--- src/rtl/multichannel_serializer.sv ---
// multichannel_serializer
//   Accepts one frame of CHANNELS packed words over a valid/ready handshake.
//   It sends the frame as a serial stream with a divided bit clock.
//   Each word is left-justified in a SLOT_WIDTH slot, with zero padding below it.
//   Slots go out in channel order 0..CHANNELS-1, and each slot goes MSB first.
//   Optional feature macro: MCSER_PARITY_EN. When it is defined, one extra bit
//   period is appended after the last slot. That bit carries even parity of the frame.
// Ports
//   clk        : sole clock, rising edge
//   rst        : synchronous, active-high reset
//   s_tdata    : CHANNELS*BIT_DEPTH packed words, channel 0 in the LSBs
//   s_tvalid   : frame word valid
//   s_tready   : block accepts a frame (IDLE and not in reset)
//   clk_out    : serial bit clock, low then high for CLK_DIV cycles each
//   data_out   : serial data, changes at bit-period start
//   frame_sync : high during the first bit period of a frame
//   busy       : frame transmission in progress
module multichannel_serializer #(
    parameter int CHANNELS   = 2,
    parameter int BIT_DEPTH  = 13,
    parameter int SLOT_WIDTH = 16,
    parameter int CLK_DIV    = 2
) (
    input  logic                          clk,
    input  logic                          rst,
    input  logic [CHANNELS*BIT_DEPTH-1:0] s_tdata,
    input  logic                          s_tvalid,
    output logic                          s_tready,
    output logic                          clk_out,
    output logic                          data_out,
    output logic                          frame_sync,
    output logic                          busy
);

    localparam int NBITS = CHANNELS * SLOT_WIDTH;
    localparam int CNT_W = $clog2(NBITS + 2);
    localparam int DIV_W = $clog2(2 * CLK_DIV);

    typedef enum logic [1:0] {
        IDLE,
        SHIFT
`ifdef MCSER_PARITY_EN
        , PARITY
`endif
    } state_t;

    state_t             state;
    state_t             state_next;
    logic [NBITS-1:0]   shreg;
    logic [NBITS-1:0]   frame;
    logic [DIV_W-1:0]   div_cnt;
    logic [CNT_W-1:0]   bit_cnt;
    logic               bit_end;
    logic               last_bit;
`ifdef MCSER_PARITY_EN
    logic               parity_bit;
`endif

    // Channel 0 lands in the top slot, so a plain left shift sends channels in order.
    always_comb begin
        frame = '0;
        for (int unsigned ch = 0; ch < CHANNELS; ch++) begin
            frame[(CHANNELS - 1 - ch) * SLOT_WIDTH +: SLOT_WIDTH] =
                SLOT_WIDTH'(s_tdata[ch * BIT_DEPTH +: BIT_DEPTH]) << (SLOT_WIDTH - BIT_DEPTH);
        end
    end

    assign bit_end  = (div_cnt == DIV_W'(2 * CLK_DIV - 1));
    assign last_bit = (bit_cnt == CNT_W'(NBITS - 1));

    always_comb begin
        state_next = state;
        s_tready   = 1'b0;
        busy       = 1'b0;
        clk_out    = 1'b0;
        data_out   = 1'b0;
        frame_sync = 1'b0;
        case (state)
            IDLE: begin
                s_tready = !rst;
                if (s_tvalid && !rst)
                    state_next = SHIFT;
            end
            SHIFT: begin
                busy       = 1'b1;
                clk_out    = (div_cnt >= DIV_W'(CLK_DIV));
                data_out   = shreg[NBITS-1];
                frame_sync = (bit_cnt == '0);
                if (bit_end && last_bit) begin
`ifdef MCSER_PARITY_EN
                    state_next = PARITY;
`else
                    state_next = IDLE;
`endif
                end
            end
`ifdef MCSER_PARITY_EN
            PARITY: begin
                busy     = 1'b1;
                clk_out  = (div_cnt >= DIV_W'(CLK_DIV));
                data_out = parity_bit;
                if (bit_end)
                    state_next = IDLE;
            end
`endif
            default: state_next = IDLE;
        endcase
    end

    always_ff @(posedge clk) begin
        if (rst) begin
            state   <= IDLE;
            shreg   <= '0;
            div_cnt <= '0;
            bit_cnt <= '0;
`ifdef MCSER_PARITY_EN
            parity_bit <= 1'b0;
`endif
        end else begin
            state <= state_next;
            if (state == IDLE) begin
                div_cnt <= '0;
                bit_cnt <= '0;
                if (s_tvalid) begin
                    shreg <= frame;
`ifdef MCSER_PARITY_EN
                    // Padding bits are zero, so the parity of the slotted frame equals the parity of the data.
                    parity_bit <= ^frame;
`endif
                end
            end else begin
                div_cnt <= bit_end ? '0 : div_cnt + DIV_W'(1);
                if (bit_end) begin
                    shreg   <= shreg << 1;
                    bit_cnt <= bit_cnt + CNT_W'(1);
                end
            end
        end
    end

endmodule

--- config.mk ---
export PLATFORM = sky130hd
export DESIGN_NAME = multichannel_serializer
export DESIGN_NICKNAME = d
export VERILOG_FILES = /design/src/rtl/multichannel_serializer.sv
export SDC_FILE = /design/constraint.sdc
export NUM_CORES = 1
export LEC_CHECK = 0
export ABC_CLOCK_PERIOD_IN_PS = 1200
export CAP_MARGIN = 0
export CELL_PAD_IN_SITES_DETAIL_PLACEMENT = 1
export CELL_PAD_IN_SITES_GLOBAL_PLACEMENT = 2
export CORE_ASPECT_RATIO = 1.2
export CORE_UTILIZATION = 30
export CTS_CLUSTER_SIZE = 25
export DETAILED_ROUTE_END_ITERATION = 16
export PLACE_DENSITY_LB_ADDON = 0.1
export SLEW_MARGIN = 20
export SYNTH_ARGS = -nofsm -noshare
export SYNTH_HDL_FRONTEND = slang
export SYNTH_SLANG_ARGS = --single-unit
--- constraint.sdc ---
create_clock -name clk -period 1.2 [get_ports clk]
set_input_delay 0.3 -clock clk [delete_from_list [all_inputs] [get_ports clk]]
set_output_delay 0.3 -clock clk [all_outputs]
set_load 0.02 [all_outputs]
==> summary.md <==
| Metric | Value |
|---|---|
| FILL cells | `623` |
| HP Start | `rst` |
| GRT Total Usage | `0.178` |
| Tot Pwr | `3.14 mW` |
| Layout Skew | `0.00852 ns` |
| Max Used Layer | `met4` |
| Leak | `1.12 nW` |
| Root Driver | `clkbuf_8` |
| Logic pwr share | `0.253` |
| Core ar. | `0.00578 mm²` |
| Post-Syn Area | `0.00185 mm²` |
| Final min period | `1.58 ns` |
| CTS tree | `built` |
| Die X | `73.6 µm` |
| Yosys Warn Count | `0` |
| DRC | `0` |
| Die area | `0.00648 mm²` |
| Reg2reg path depth | `6` |
| Worst min path class | `input pin to flip-flop` |
| Vias in the first global route | `1693` |
| Routed vias/inst | `4.85` |
| Initial antenna violation count | `0` |
| First DRT Iteration DRCs | `36` |
| Multi-input gate area | `0.00127 mm²` |
| Tcrit/Tclk final | `1.31` |
| Cts bufs inserted | `5` |
| Final setup vio count | `41` |
| Post-synth top area share | `0.412` |
| Unrepaired setup endpoints after global routing | `true` |
| Mapped Nets | `205` |
| Diode count | `0` |
| Largest net degree at the start of global routing | `18` |
| H-tree depth | `2` |
| DP Wirelength | `3140 µm` |
| Port buffer count | `33` |
| Layout Cell Area excl Fill | `0.00306 mm²` |
| # rows | `30` |
| Max Cap Violations | `0` |
| Startpoint Class | `flip-flop` |
| Routed WL | `5370 µm` |
| Slew at the pin closest to its max-slew limit | `0.244 ns` |
| Num ports | `34` |
| Sw Pwr | `0.884 mW` |
| Die Height | `88.0 µm` |
| Internal power | `2.25 mW` |
| Synth top area cells | `dfxtp_1 (41%), a211oi_2 (16%), mux2i_1 (15%)` |
| Failing checks | `setup timing` |
| Storage element area | `771 µm²` |
| Fmax | `635 MHz` |
| Pwr/cell area | `1030 mW/mm²` |
| Share of cells above drive strength 1 | `0.530` |
| Reg power frac | `0.450` |
| Utilization after layout | `0.529` |
| Max clock buf depth | `2` |
| Routed wl met3 | `154 µm` |
| Data arrival, critical path | `1.28 ns` |
| Netlist cell types | `30` |
| Crit path kind | `flip-flop to output pin` |
| Switching Share | `0.282` |
| 1st-pass router iterations | `2` |
| Status | `finished, violations left` |
| CP Capture Point | `frame_sync` |
| Fin worst setup slack | `-0.376 ns` |
| Initial Util | `0.319` |
| Synthesized area per cell | `10.7 µm²` |
| Worst setup startpoint | `bit_cnt[0]$_SDFFE_PP0P_` |
| Nets | `267` |
| Worst-skew pair later-pin latency | `0.30 ns` |
| Clk sinks | `38` |
| Clock Pin Slew Worst Setup and Hold Paths | `0.08 ns` |
| Critical path required time | `0.90 ns` |
| Area Overhead vs Synth | `65.7%` |
| Sequential area share after synthesis | `0.412` |
| Slew Viols, Final | `0` |
| GRT overflow | `0` |
| Slew margin rel. | `0.833` |
| VDD IR max | `0.488 mV` |
| Crit Path Max Fanout | `2` |
| Worst Setup End Kind | `output pin` |
| First-pass GRT wire length | `8450 µm` |
| Via count | `1533` |
| Hold_buf cts | `0` |
| Post-route ant nets | `0` |
| Final setup TNS | `-4.51 ns` |
| Met2 routed WL | `2900 µm` |
| Fin. Hold Viols | `0` |
| Clock Power Share | `0.297` |
| GPL Wtd Cong | `0.689` |
| R2R Path End | `shreg[16]$_SDFFE_PP0P_` |
| R2R Setup Slk | `-0.15 ns` |
| Reg-to-reg critical path startpoint | `state[0]$_SDFFE_PP0P_` |
| DRT met1 WL | `2240 µm` |
| Post-synth top area cell | `dfxtp_1` |
| DP Area | `0.00240 mm²` |
| Mapped Cells | `173` |
| FF+latch count, synth | `38` |
| Post-DR wirelength/cell | `17.0 µm` |
[cell type report]
class	instances	share of cell area
Clock buffer	7	0.0282
Timing Repair Buffer	68	0.267
Inverter	2	0.00245
Clock inverter	1	0.00164
Multi-Input combinational cell	120	0.416
Tap cell	80	0.0327
Sequential cell	38	0.252
[worst max-delay path: stages, from the launching register on]
cell and delay (ns):
dfxtp_1 0.32, inv_1 0.05, ha_1 0.14, nand4bb_1 0.17
nor3_4 0.16, buf_6 0.14
[power groups by stage]
stage / registers (mW) / clock network [mW] / logic (mW)
after global placement: 1.41 / 0 / 0.533
after CTS: 1.40 / 0.961 / 0.773
after global routing: 1.42 / 1.02 / 0.844
after floorplan: 1.41 / 0 / 0.388
after detailed placement: 1.42 / 0 / 0.551
final: 1.41 / 0.931 / 0.795
[cell families (layout without fill, tap and decap cells)]
kind of cell    count (synthesis)  after routing  synth area share
compound gates                 31             31             0.195
fa+ha+maj                       3              3            0.0203
xor+xnor                        4              4            0.0190
mux                            28             29             0.154
flops                          38             38             0.412
simple gates                   53             53             0.128
buf+inv                        16             78            0.0711
[layout by cell type, fill, tap and decap left out, drive strengths merged, types with 2 or more instances in the layout]
cell / netlist / layout
nand2: 3 / 3
nand4: 2 / 2
xor2: 3 / 3
clkdlybuf4s50: 0 / 26
clkbuf: 2 / 8
dfxtp: 38 / 38
mux2i: 27 / 27
buf: 12 / 40
a211oi: 24 / 24
mux2: 1 / 2
a32oi: 3 / 3
and2: 2 / 2
nor3: 3 / 3
ha: 3 / 3
inv: 2 / 2
nor2: 37 / 37
[registers in the layout (all words and copies together), names as in the netlist]
signal and flops:
shreg 29, bit_cnt 6, state 1, div_cnt 2
[synth_stat cells, drive strengths merged]
| cell type | count |
|---|---|
| a211oi | 24 |
| a32oi | 3 |
| xor2 | 3 |
| nand2b | 1 |
| nor3b | 1 |
| buf | 12 |
| or3 | 1 |
| mux2i | 27 |
| nor3 | 3 |
| mux2 | 1 |
| or2b | 1 |
| o21ai | 1 |
| a311oi | 1 |
| nor2 | 37 |
| nand2 | 3 |
| nand4 | 2 |
| o22a | 1 |
| dfxtp | 38 |
| inv | 2 |
| nand3b | 1 |
| xnor2 | 1 |
| nand4bb | 1 |
| and2 | 2 |
| clkbuf | 2 |
| a21oi | 1 |
| ha | 3 |
[metrics by stage]
stage	hold WS, ns	setup slack, ns	cells
after CTS	0.500	-0.406	315
after global routing	0.511	-0.445	316
final	0.503	-0.376	316
after global placement	0.465	-0.477	292
after floorplan	0.368	-0.0655	173
after detailed placement	0.500	-0.534	292
[timing repair]
action                     CTS  global route
gates cloned                 7             1
pin swaps                    8             6
gates resized for setup     84            21
buffers inserted             8             1
setup endpoints to repair   43            43
[routing by layer]
metal,vias up,track usage
met5,-,0
met4,0,0.0577
met3,6,0.0391
met2,22,0.334
met1,753,0.196
li1,752,-
[worst min path at each step]
stage | endpoint | slack [ns] | cells after the start
after floorplan | shreg[4]$_SDFFE_PP0P_ | 0.37 | 1
after global placement | shreg[16]$_SDFFE_PP0P_ | 0.47 | 2
after detailed placement | shreg[17]$_SDFFE_PP0P_ | 0.50 | 2
after CTS | shreg[27]$_SDFFE_PP0P_ | 0.50 | 3
after global routing | shreg[25]$_SDFFE_PP0P_ | 0.51 | 3
final | shreg[22]$_SDFFE_PP0P_ | 0.50 | 3
Note: power is estimated with default switching activity, not from simulation.
